**src/rtl/sync_bank_if.sv**
```systemverilog
// ---------------------------------------------------------------------------
// sync_bank_if -- signal bundle for the sync_bank input synchronizer.
//
// Purpose : carries the per-channel pad inputs into the synchronizer and the
//           filtered levels and edge pulses back out to the consumer.
// Signals : async_in   (master -> slave) N_CH asynchronous pad inputs
//           sync_out   (slave -> master) N_CH filtered, synchronized levels
//           rise_pulse (slave -> master) N_CH one-cycle 0->1 pulses
//           fall_pulse (slave -> master) N_CH one-cycle 1->0 pulses
//           evt_clr    (master -> slave) N_CH sticky-flag clears   [SYNC_BANK_STICKY_EN]
//           evt_flag   (slave -> master) N_CH sticky event flags   [SYNC_BANK_STICKY_EN]
// Build   : define SYNC_BANK_STICKY_EN to add the sticky event flag signals.
// ---------------------------------------------------------------------------
interface sync_bank_if #(
    parameter int N_CH = 3
);
    logic [N_CH-1:0] async_in;
    logic [N_CH-1:0] sync_out;
    logic [N_CH-1:0] rise_pulse;
    logic [N_CH-1:0] fall_pulse;
`ifdef SYNC_BANK_STICKY_EN
    logic [N_CH-1:0] evt_clr;
    logic [N_CH-1:0] evt_flag;
`endif

`ifdef SYNC_BANK_STICKY_EN
    modport master (
        output async_in, evt_clr,
        input  sync_out, rise_pulse, fall_pulse, evt_flag
    );
    modport slave (
        input  async_in, evt_clr,
        output sync_out, rise_pulse, fall_pulse, evt_flag
    );
`else
    modport master (
        output async_in,
        input  sync_out, rise_pulse, fall_pulse
    );
    modport slave (
        input  async_in,
        output sync_out, rise_pulse, fall_pulse
    );
`endif
endinterface

```
**src/rtl/sync_bank.sv**
```systemverilog
// ---------------------------------------------------------------------------
// sync_bank -- multi-channel CDC input synchronizer with glitch filter and
//              registered edge pulses.
//
// Purpose : each of N_CH single-bit pad inputs passes through a STAGES-deep
//           flop chain, then a stability filter that only lets a new level
//           through after it has persisted FILTER_LEN consecutive cycles.
//           Registered rise/fall pulses mark the first cycle of each new level.
// Ports   : clk    -- single clock, everything on its rising edge
//           reset  -- synchronous, active-high
//           bus    -- sync_bank_if.slave (async_in in; sync_out, rise_pulse,
//                     fall_pulse out; evt_clr in / evt_flag out when sticky)
// Params  : N_CH, STAGES (>=2), FILTER_LEN (>=1, 1 = no filtering),
//           RESET_VAL (per-channel reset level of chain and sync_out)
// Build   : define SYNC_BANK_STICKY_EN for per-channel sticky event flags that
//           set the cycle after any pulse and clear on evt_clr (set wins).
// ---------------------------------------------------------------------------
module sync_bank #(
    parameter int              N_CH       = 3,
    parameter int              STAGES     = 3,
    parameter int              FILTER_LEN = 1,
    parameter logic [N_CH-1:0] RESET_VAL  = '0
) (
    input  logic        clk,
    input  logic        reset,
    sync_bank_if.slave  bus
);

    localparam int              CNT_W    = $clog2(FILTER_LEN + 1);
    localparam logic [CNT_W-1:0] CNT_LAST = CNT_W'(FILTER_LEN - 1);

    logic [N_CH-1:0]  chain_q [STAGES];
    logic [N_CH-1:0]  chain_d [STAGES];
    logic [N_CH-1:0]  raw;

    logic [CNT_W-1:0] cnt_q [N_CH];
    logic [CNT_W-1:0] cnt_d [N_CH];

    logic [N_CH-1:0]  sync_out_q,   sync_out_d;
    logic [N_CH-1:0]  rise_pulse_q, rise_pulse_d;
    logic [N_CH-1:0]  fall_pulse_q, fall_pulse_d;

    // Synchronizer chain: stage 0 is the only flop that sees the pad directly.
    always_comb begin
        chain_d[0] = bus.async_in;
        for (int i = 1; i < STAGES; i++) begin
            chain_d[i] = chain_q[i-1];
        end
    end

    assign raw = chain_q[STAGES-1];

    // Stability filter and edge detection.
    always_comb begin
        // NOTE: every always_comb output gets a default first so no path
        // through the branches below can leave it unassigned (no latches).
        sync_out_d = sync_out_q;
        for (int ch = 0; ch < N_CH; ch++) begin
            cnt_d[ch] = cnt_q[ch];
            if (raw[ch] == sync_out_q[ch]) begin
                // Matching level: any partial count was a glitch, discard it.
                cnt_d[ch] = '0;
            end else if (cnt_q[ch] == CNT_LAST) begin
                // New level has now been seen FILTER_LEN times in a row.
                sync_out_d[ch] = raw[ch];
                cnt_d[ch]      = '0;
            end else begin
                cnt_d[ch] = cnt_q[ch] + 1'b1;
            end
        end
        // Pulses are registered, so they appear together with the new level.
        rise_pulse_d =  sync_out_d & ~sync_out_q;
        fall_pulse_d = ~sync_out_d &  sync_out_q;
    end

    always_ff @(posedge clk) begin
        if (reset) begin
            // NOTE: the chain stages form an array but are deliberately reset
            // to RESET_VAL, so a pad already at its reset level never
            // produces a spurious pulse after reset release.
            for (int i = 0; i < STAGES; i++) begin
                chain_q[i] <= RESET_VAL;
            end
            for (int ch = 0; ch < N_CH; ch++) begin
                cnt_q[ch] <= '0;
            end
            sync_out_q   <= RESET_VAL;
            rise_pulse_q <= '0;
            fall_pulse_q <= '0;
        end else begin
            // NOTE: state flops use non-blocking assignments so every flop
            // samples the pre-edge value of its neighbours.
            for (int i = 0; i < STAGES; i++) begin
                chain_q[i] <= chain_d[i];
            end
            for (int ch = 0; ch < N_CH; ch++) begin
                cnt_q[ch] <= cnt_d[ch];
            end
            sync_out_q   <= sync_out_d;
            rise_pulse_q <= rise_pulse_d;
            fall_pulse_q <= fall_pulse_d;
        end
    end

    assign bus.sync_out   = sync_out_q;
    assign bus.rise_pulse = rise_pulse_q;
    assign bus.fall_pulse = fall_pulse_q;

`ifdef SYNC_BANK_STICKY_EN
    logic [N_CH-1:0] evt_flag_q, evt_flag_d;

    // A pulse visible this cycle sets the flag at the next edge; a set
    // arriving on the same edge as a clear takes priority.
    always_comb begin
        evt_flag_d = (evt_flag_q & ~bus.evt_clr) | rise_pulse_q | fall_pulse_q;
    end

    always_ff @(posedge clk) begin
        if (reset) begin
            evt_flag_q <= '0;
        end else begin
            evt_flag_q <= evt_flag_d;
        end
    end

    assign bus.evt_flag = evt_flag_q;
`endif

endmodule

```
**src/flat_wrapper.sv**
```systemverilog
// flat-port wrapper written by rule: the top's interface ports become plain ports
module sync_bank_flat 
#(
    parameter int              N_CH       = 3,
    parameter int              STAGES     = 3,
    parameter int              FILTER_LEN = 1,
    parameter logic [N_CH-1:0] RESET_VAL  = '0
)
  (clk, reset, bus_async_in, bus_sync_out, bus_rise_pulse, bus_fall_pulse);
  sync_bank_if #(.N_CH(N_CH)) bus_i ();
  input  logic clk;
  input  logic reset;
  input wire logic [$bits(bus_i.async_in)-1:0] bus_async_in;
  output wire logic [$bits(bus_i.sync_out)-1:0] bus_sync_out;
  output wire logic [$bits(bus_i.rise_pulse)-1:0] bus_rise_pulse;
  output wire logic [$bits(bus_i.fall_pulse)-1:0] bus_fall_pulse;
  assign bus_i.async_in = bus_async_in;
  assign bus_sync_out = bus_i.sync_out;
  assign bus_rise_pulse = bus_i.rise_pulse;
  assign bus_fall_pulse = bus_i.fall_pulse;
  sync_bank #(.N_CH(N_CH), .STAGES(STAGES), .FILTER_LEN(FILTER_LEN), .RESET_VAL(RESET_VAL)) u_core (.clk(clk), .reset(reset), .bus(bus_i));
endmodule
```
**config.mk**
```make
export PLATFORM = sky130hd
export DESIGN_NAME = sync_bank_flat
export DESIGN_NICKNAME = d
export VERILOG_FILES = /design/src/rtl/sync_bank_if.sv /design/src/rtl/sync_bank.sv /design/src/flat_wrapper.sv
export SDC_FILE = /design/constraint.sdc
export NUM_CORES = 1
export LEC_CHECK = 0
export CAP_MARGIN = 15
export CORE_AREA = 2 2 45 47
export DETAILED_ROUTE_END_ITERATION = 12
export DIE_AREA = 0 0 47 49
export GPL_ROUTABILITY_DRIVEN = 0
export GPL_TIMING_DRIVEN = 0
export PLACE_DENSITY = 0.62
export SLEW_MARGIN = 15
export SYNTH_ARGS = -nofsm -noshare
export SYNTH_HDL_FRONTEND = slang
export SYNTH_SLANG_ARGS = --single-unit
```
**constraint.sdc**
```tcl
create_clock -name clk -period 1 [get_ports clk]
set_clock_uncertainty 0.2 [all_clocks]
set_input_delay 0.1 -clock clk [delete_from_list [all_inputs] [get_ports clk]]
set_output_delay 0.1 -clock clk [all_outputs]
set_load 0.05 [all_outputs]
```
== Word level (Yosys, flattened, before mapping) ==
Memories as Yosys holds them, arrays and structs flattened.
Cells that the tools add are included.

* $add $sub $neg: 3
* $mul: 0
* Divide/modulo/power cells: 0
* Magnitude comparators: 0
* Equality and inequality tests: 3
* Shift operators: 0
* Multiplexer cells: 21
* Bitwise operators: 10
* Reduce and logical (&&, ||, !) cells: 0

{| class="wikitable"
|+ Operators by type and width
! cell !! count
|-
| $mux W1 || 18
|-
| $mux W3 || 3
|-
| $and A3 B3 Y3 || 2
|-
| $not A3 Y3 || 2
|-
| $or A1 B1 Y1 || 6
|-
| $add A1 B1 Y1 const B || 3
|-
| $eq A1 B1 Y1 || 3
|}

* Register bits after elaboration: 9
* Bits in latches: 0
* Bits in writable memories: 12
* Memory bits (read-only): 0
* Input bits: 5
* Output and inout port bits: 9
* Word-level logic and storage cells: 42
* Memories: 2

{| class="wikitable"
|+ Memories
! name !! words !! width !! read ports !! clocked after memory_dff !! write ports !! line !! text
|-
| u_core.chain_q || 3 || 3 || 3 || 0 || 3 || sync_bank.sv:32 || <nowiki>logic [N_CH-1:0] chain_q [STAGES];</nowiki>
|-
| u_core.cnt_q || 3 || 1 || 3 || 0 || 3 || sync_bank.sv:36 || <nowiki>logic [CNT_W-1:0] cnt_q [N_CH];</nowiki>
|}

== Longest topological paths before layout ==
* Depth in word-level cells: 4
* Gate-level depth with buffers: 2

== Least setup slack after synthesis ==
Ideal clock, no wire load.

* Kind: flip-flop to flip-flop
* Start point: reg u_core.sync_out_q[1] (netlist: u_core.bus.sync_out[1])
* End point: reg u_core.fall_pulse_q[1] (netlist: u_core.bus.fall_pulse[1])
* Arrival: 862 ps
* Required time: 728 ps
* Setup slack: -134 ps
* Stages on the path, launching flop included: 2
* Period minus slack after synthesis: 1134 ps
* Path through: dfxtp_1 > nor3b_2

* Cells in the longest elaborated chain, start to end: 4
* Elaborated cells between the ends (all ways): 5
* Classes of those cells: 1 x eq/ne; 2 x mux; 2 x bitwise

{| class="wikitable"
|+ RTL lines
! what !! line !! text
|-
| from (decl) || sync_bank.sv:39 || <nowiki>logic [N_CH-1:0] sync_out_q, sync_out_d;</nowiki>
|-
| from (signal assigned) || sync_bank.sv:99 || <nowiki>sync_out_q <= sync_out_d;</nowiki>
|-
| $mux W1 / $eq A1 B1 Y1 (equally long branches) || sync_bank.sv:63, sync_bank.sv:60 ||
|-
| $mux W1 || sync_bank.sv:60 || <nowiki>if (raw[ch] == sync_out_q[ch]) begin</nowiki>
|-
| $not A3 Y3 || sync_bank.sv:73 || <nowiki>fall_pulse_d = ~sync_out_d & sync_out_q;</nowiki>
|-
| $and A3 B3 Y3 * || sync_bank.sv:73 ||
|-
| to (signal assigned) || sync_bank.sv:101 || <nowiki>fall_pulse_q <= fall_pulse_d;</nowiki>
|-
| to (decl) || sync_bank.sv:41 || <nowiki>logic [N_CH-1:0] fall_pulse_q, fall_pulse_d;</nowiki>
|}

Mark *: on every way between the ends. The rest lies on a longest branch, timed or not.
A chain may end at the register's enable or synchronous reset.

== Worst setup path after layout ==
* Start point: reg u_core.sync_out_q[2] (netlist: u_core.bus.sync_out[2])
* End point: out bus_sync_out[2]

{| class="wikitable"
|+ RTL lines
! what !! line !! text
|-
| to (decl) || flat_wrapper.sv:14 || <nowiki>output wire logic [$bits(bus_i.sync_out)-1:0] bus_sync_out;</nowiki>
|}

No word-level cell between the ends.

==> metrics.yaml <==
cts.clk_slew.worst_paths_ns: 0.09
grt_max_degree: 11
setup_viol: 9
ys_warn_count: 0
max_stage_delay_ns: 0.36
crit_type: "reg2out"
drive_gt1_frac: 0.5536
fp.dieW_um: 47
totalWireLength_um: 613
status: "complete, but fails checks"
numPortBuffers: 13
p_comb_frac: 0.072
p_leak_nw: 0.3512
dieArea_sq_um: 2303
synth_nets: 42
r2r-start: "u_core.bus.sync_out[0]"
fp.dieH_um: 49
rr_endpoint: "u_core.bus.fall_pulse[0]"
clock-sinks: 18
first_pass_iters: 1
cp.arrival_ns: 0.79
syn_area_sq_um: 530.5
grt_pass1_wl_um: 993
synth_seq_cells: 18
endpoint: "bus_sync_out[2]"
grt-ovfl-total: 0
startpoint_type: "flip-flop"
p_per_area_nw_per_um2: 1454
min_path_type: "in2reg"
cpMaxStageDelayCell: "dfxtp_2"
design_area_sq_um: 794.5
clockBufferDepth: 2
num_io_pins: 14
max_freq_ghz: 0.9180
area_growth_pct: 49.76
via_per_inst: 3.663
crit_buf_inv: 1
vias: 304
min_period_ns: 1.089
crit_chain: "buf_8"
p_int_mw: 0.9225
htreeDepth: 1
clockRootBuffer: "clkbuf_4"
fin_setup_tns_ns: -0.5530
antenna_found_initial: 0
swShare: 0.2017
ir_drop_mv: 0.7469
hpwlAfterDp_um: 387.3
yosysSeqAreaShare: 0.6792
seq_power_share: 0.644
violations: "negative hold slack, negative setup slack"
cp-end-kind: "primary output"
avgSynthCellArea_sq_um: 14.34
coreArea_sq_um: 1842
setup.worst_path.start: "u_core.bus.sync_out[2]"
placed_cell_area_sq_um: 698.2
drt-wirelength-per-cell_um: 7.386
crit_cells: 1
cp.required_ns: 0.70
drc: 0
maxCapViolCount: 0
period_share: 1.089
postCtsHoldBufs: 0
drv_slew: 0
num_antenna_cells: 0
nets: 63
drtIter0Drc: 0
cts_tree: "built"
whs_ns: -0.03351
maxSlewHeadroom: 0.8191
hold_viol: 1
initial_core_util: 0.2880
grt_pass1_vias: 234
clkPwrFrac: 0.284
worstMarginPinSlew_ns: 0.2710
ff2ff_setup_slack_ns: 0.09
syn_inst: 37
numCtsBuffers: 3
synth_cell_types: 5
ff2ff_path_depth: 2
grtUsageTotal: 0.06475
ant_nets: 0
core.rowCount: 16
layout_setup_ws_ns: -0.08932
insertion_delay_ns: 0.28
cp_top_family: "flip-flops"
switching_power_mw: 0.2331
rsz0062_at_grt: "true"
crit_path_max_fanout: 3
-- metrics by stage --
step | util | worst slack [ns] | std cells | power, mW
global placement | 0.3791 | -0.4227 | 77 | 0.8351
global route | 0.4314 | -0.1313 | 83 | 1.227
CTS | 0.4178 | -0.1177 | 82 | 1.184
floorplan | - | 0.05432 | 37 | 0.8041
finish | 0.4314 | -0.08932 | 83 | 1.156
detailed placement | 0.3791 | -0.4223 | 77 | 0.8363
-- Yosys cell counts --
master	number	area, sq um
buf_6	1	11.26
nor2b_1	5	31.28
dfxtp_1	18	360.4
nor3b_2	6	75.07
and2b_1	7	52.55
-- routing by layer --
layer,track usage,part of all wire
met1,0.08817,0.45
met2,0.07078,0.43
met3,0.05556,0.12
met4,0.02778,0
met5,0,0
-- cell usage in the layout (no fill, tap or decap), drive strengths merged --
cell / count
and2b: 7
buf: 13
clkbuf: 3
clkdlybuf4s50: 3
dfxtp: 18
dlymetal6s2s: 1
nor2b: 5
nor3b: 6
-- power by group through the flow --
| stage | Sequential [mW] | Clock [mW] | Combinational, mW |
|---|---|---|---|
| floorplan | 0.777 | 0 | 0.0271 |
| global placement | 0.759 | 0 | 0.0761 |
| detailed placement | 0.759 | 0 | 0.0769 |
| CTS | 0.744 | 0.357 | 0.0825 |
| global route | 0.747 | 0.390 | 0.0903 |
| finish | 0.744 | 0.328 | 0.0833 |
-- worst min path at each step --
stage / from / endpoint / slack [ns] / cells after the start
floorplan: reset / u_core.chain_q[0][1] / -0.03 / 1
global placement: u_core.chain_q[0][5] / u_core.chain_q[0][8] / 0.21 / 1
detailed placement: u_core.bus.sync_out[1] / u_core.bus.rise_pulse[1] / 0.21 / 1
CTS: bus_async_in[1] / u_core.chain_q[0][1] / 0.15 / 2
global route: reset / u_core.chain_q[0][1] / -0.001 / 2
finish: reset / u_core.chain_q[0][1] / -0.03 / 2
-- what timing repair did --
item,4_1_cts,5_1_grt
resized for setup,73,5
hold endpoints to repair,0,1
setup buffers,2,1
endpoints found under the setup margin,9,19
gates cloned,0,0
-- cell type report --
class                   instances  area, sq um
multi-input cells              18        158.9
fillers                       178         1047
well taps                      27        33.78
clock buffers                   3        22.52
plain buffers                   1        11.26
flip-flops and latches         18        371.6
repair buffers                 16        196.4
-- sequential cells by signal, summed over array words and instances, names as in the netlist --
| register | cells |
|---|---|
| u_core.bus.fall_pulse | 3 |
| u_core.bus.rise_pulse | 3 |
| u_core.bus.sync_out | 3 |
| u_core.chain_q | 9 |
-- cells by family (layout without fill, tap and decap cells) --
logic type             after synthesis  after routing  synth area share
DFF                                 18             18            0.6793
and+or+nand+nor                     18             18            0.2995
buffers and inverters                1             20           0.02122
(Power assumes the default switching activity.)
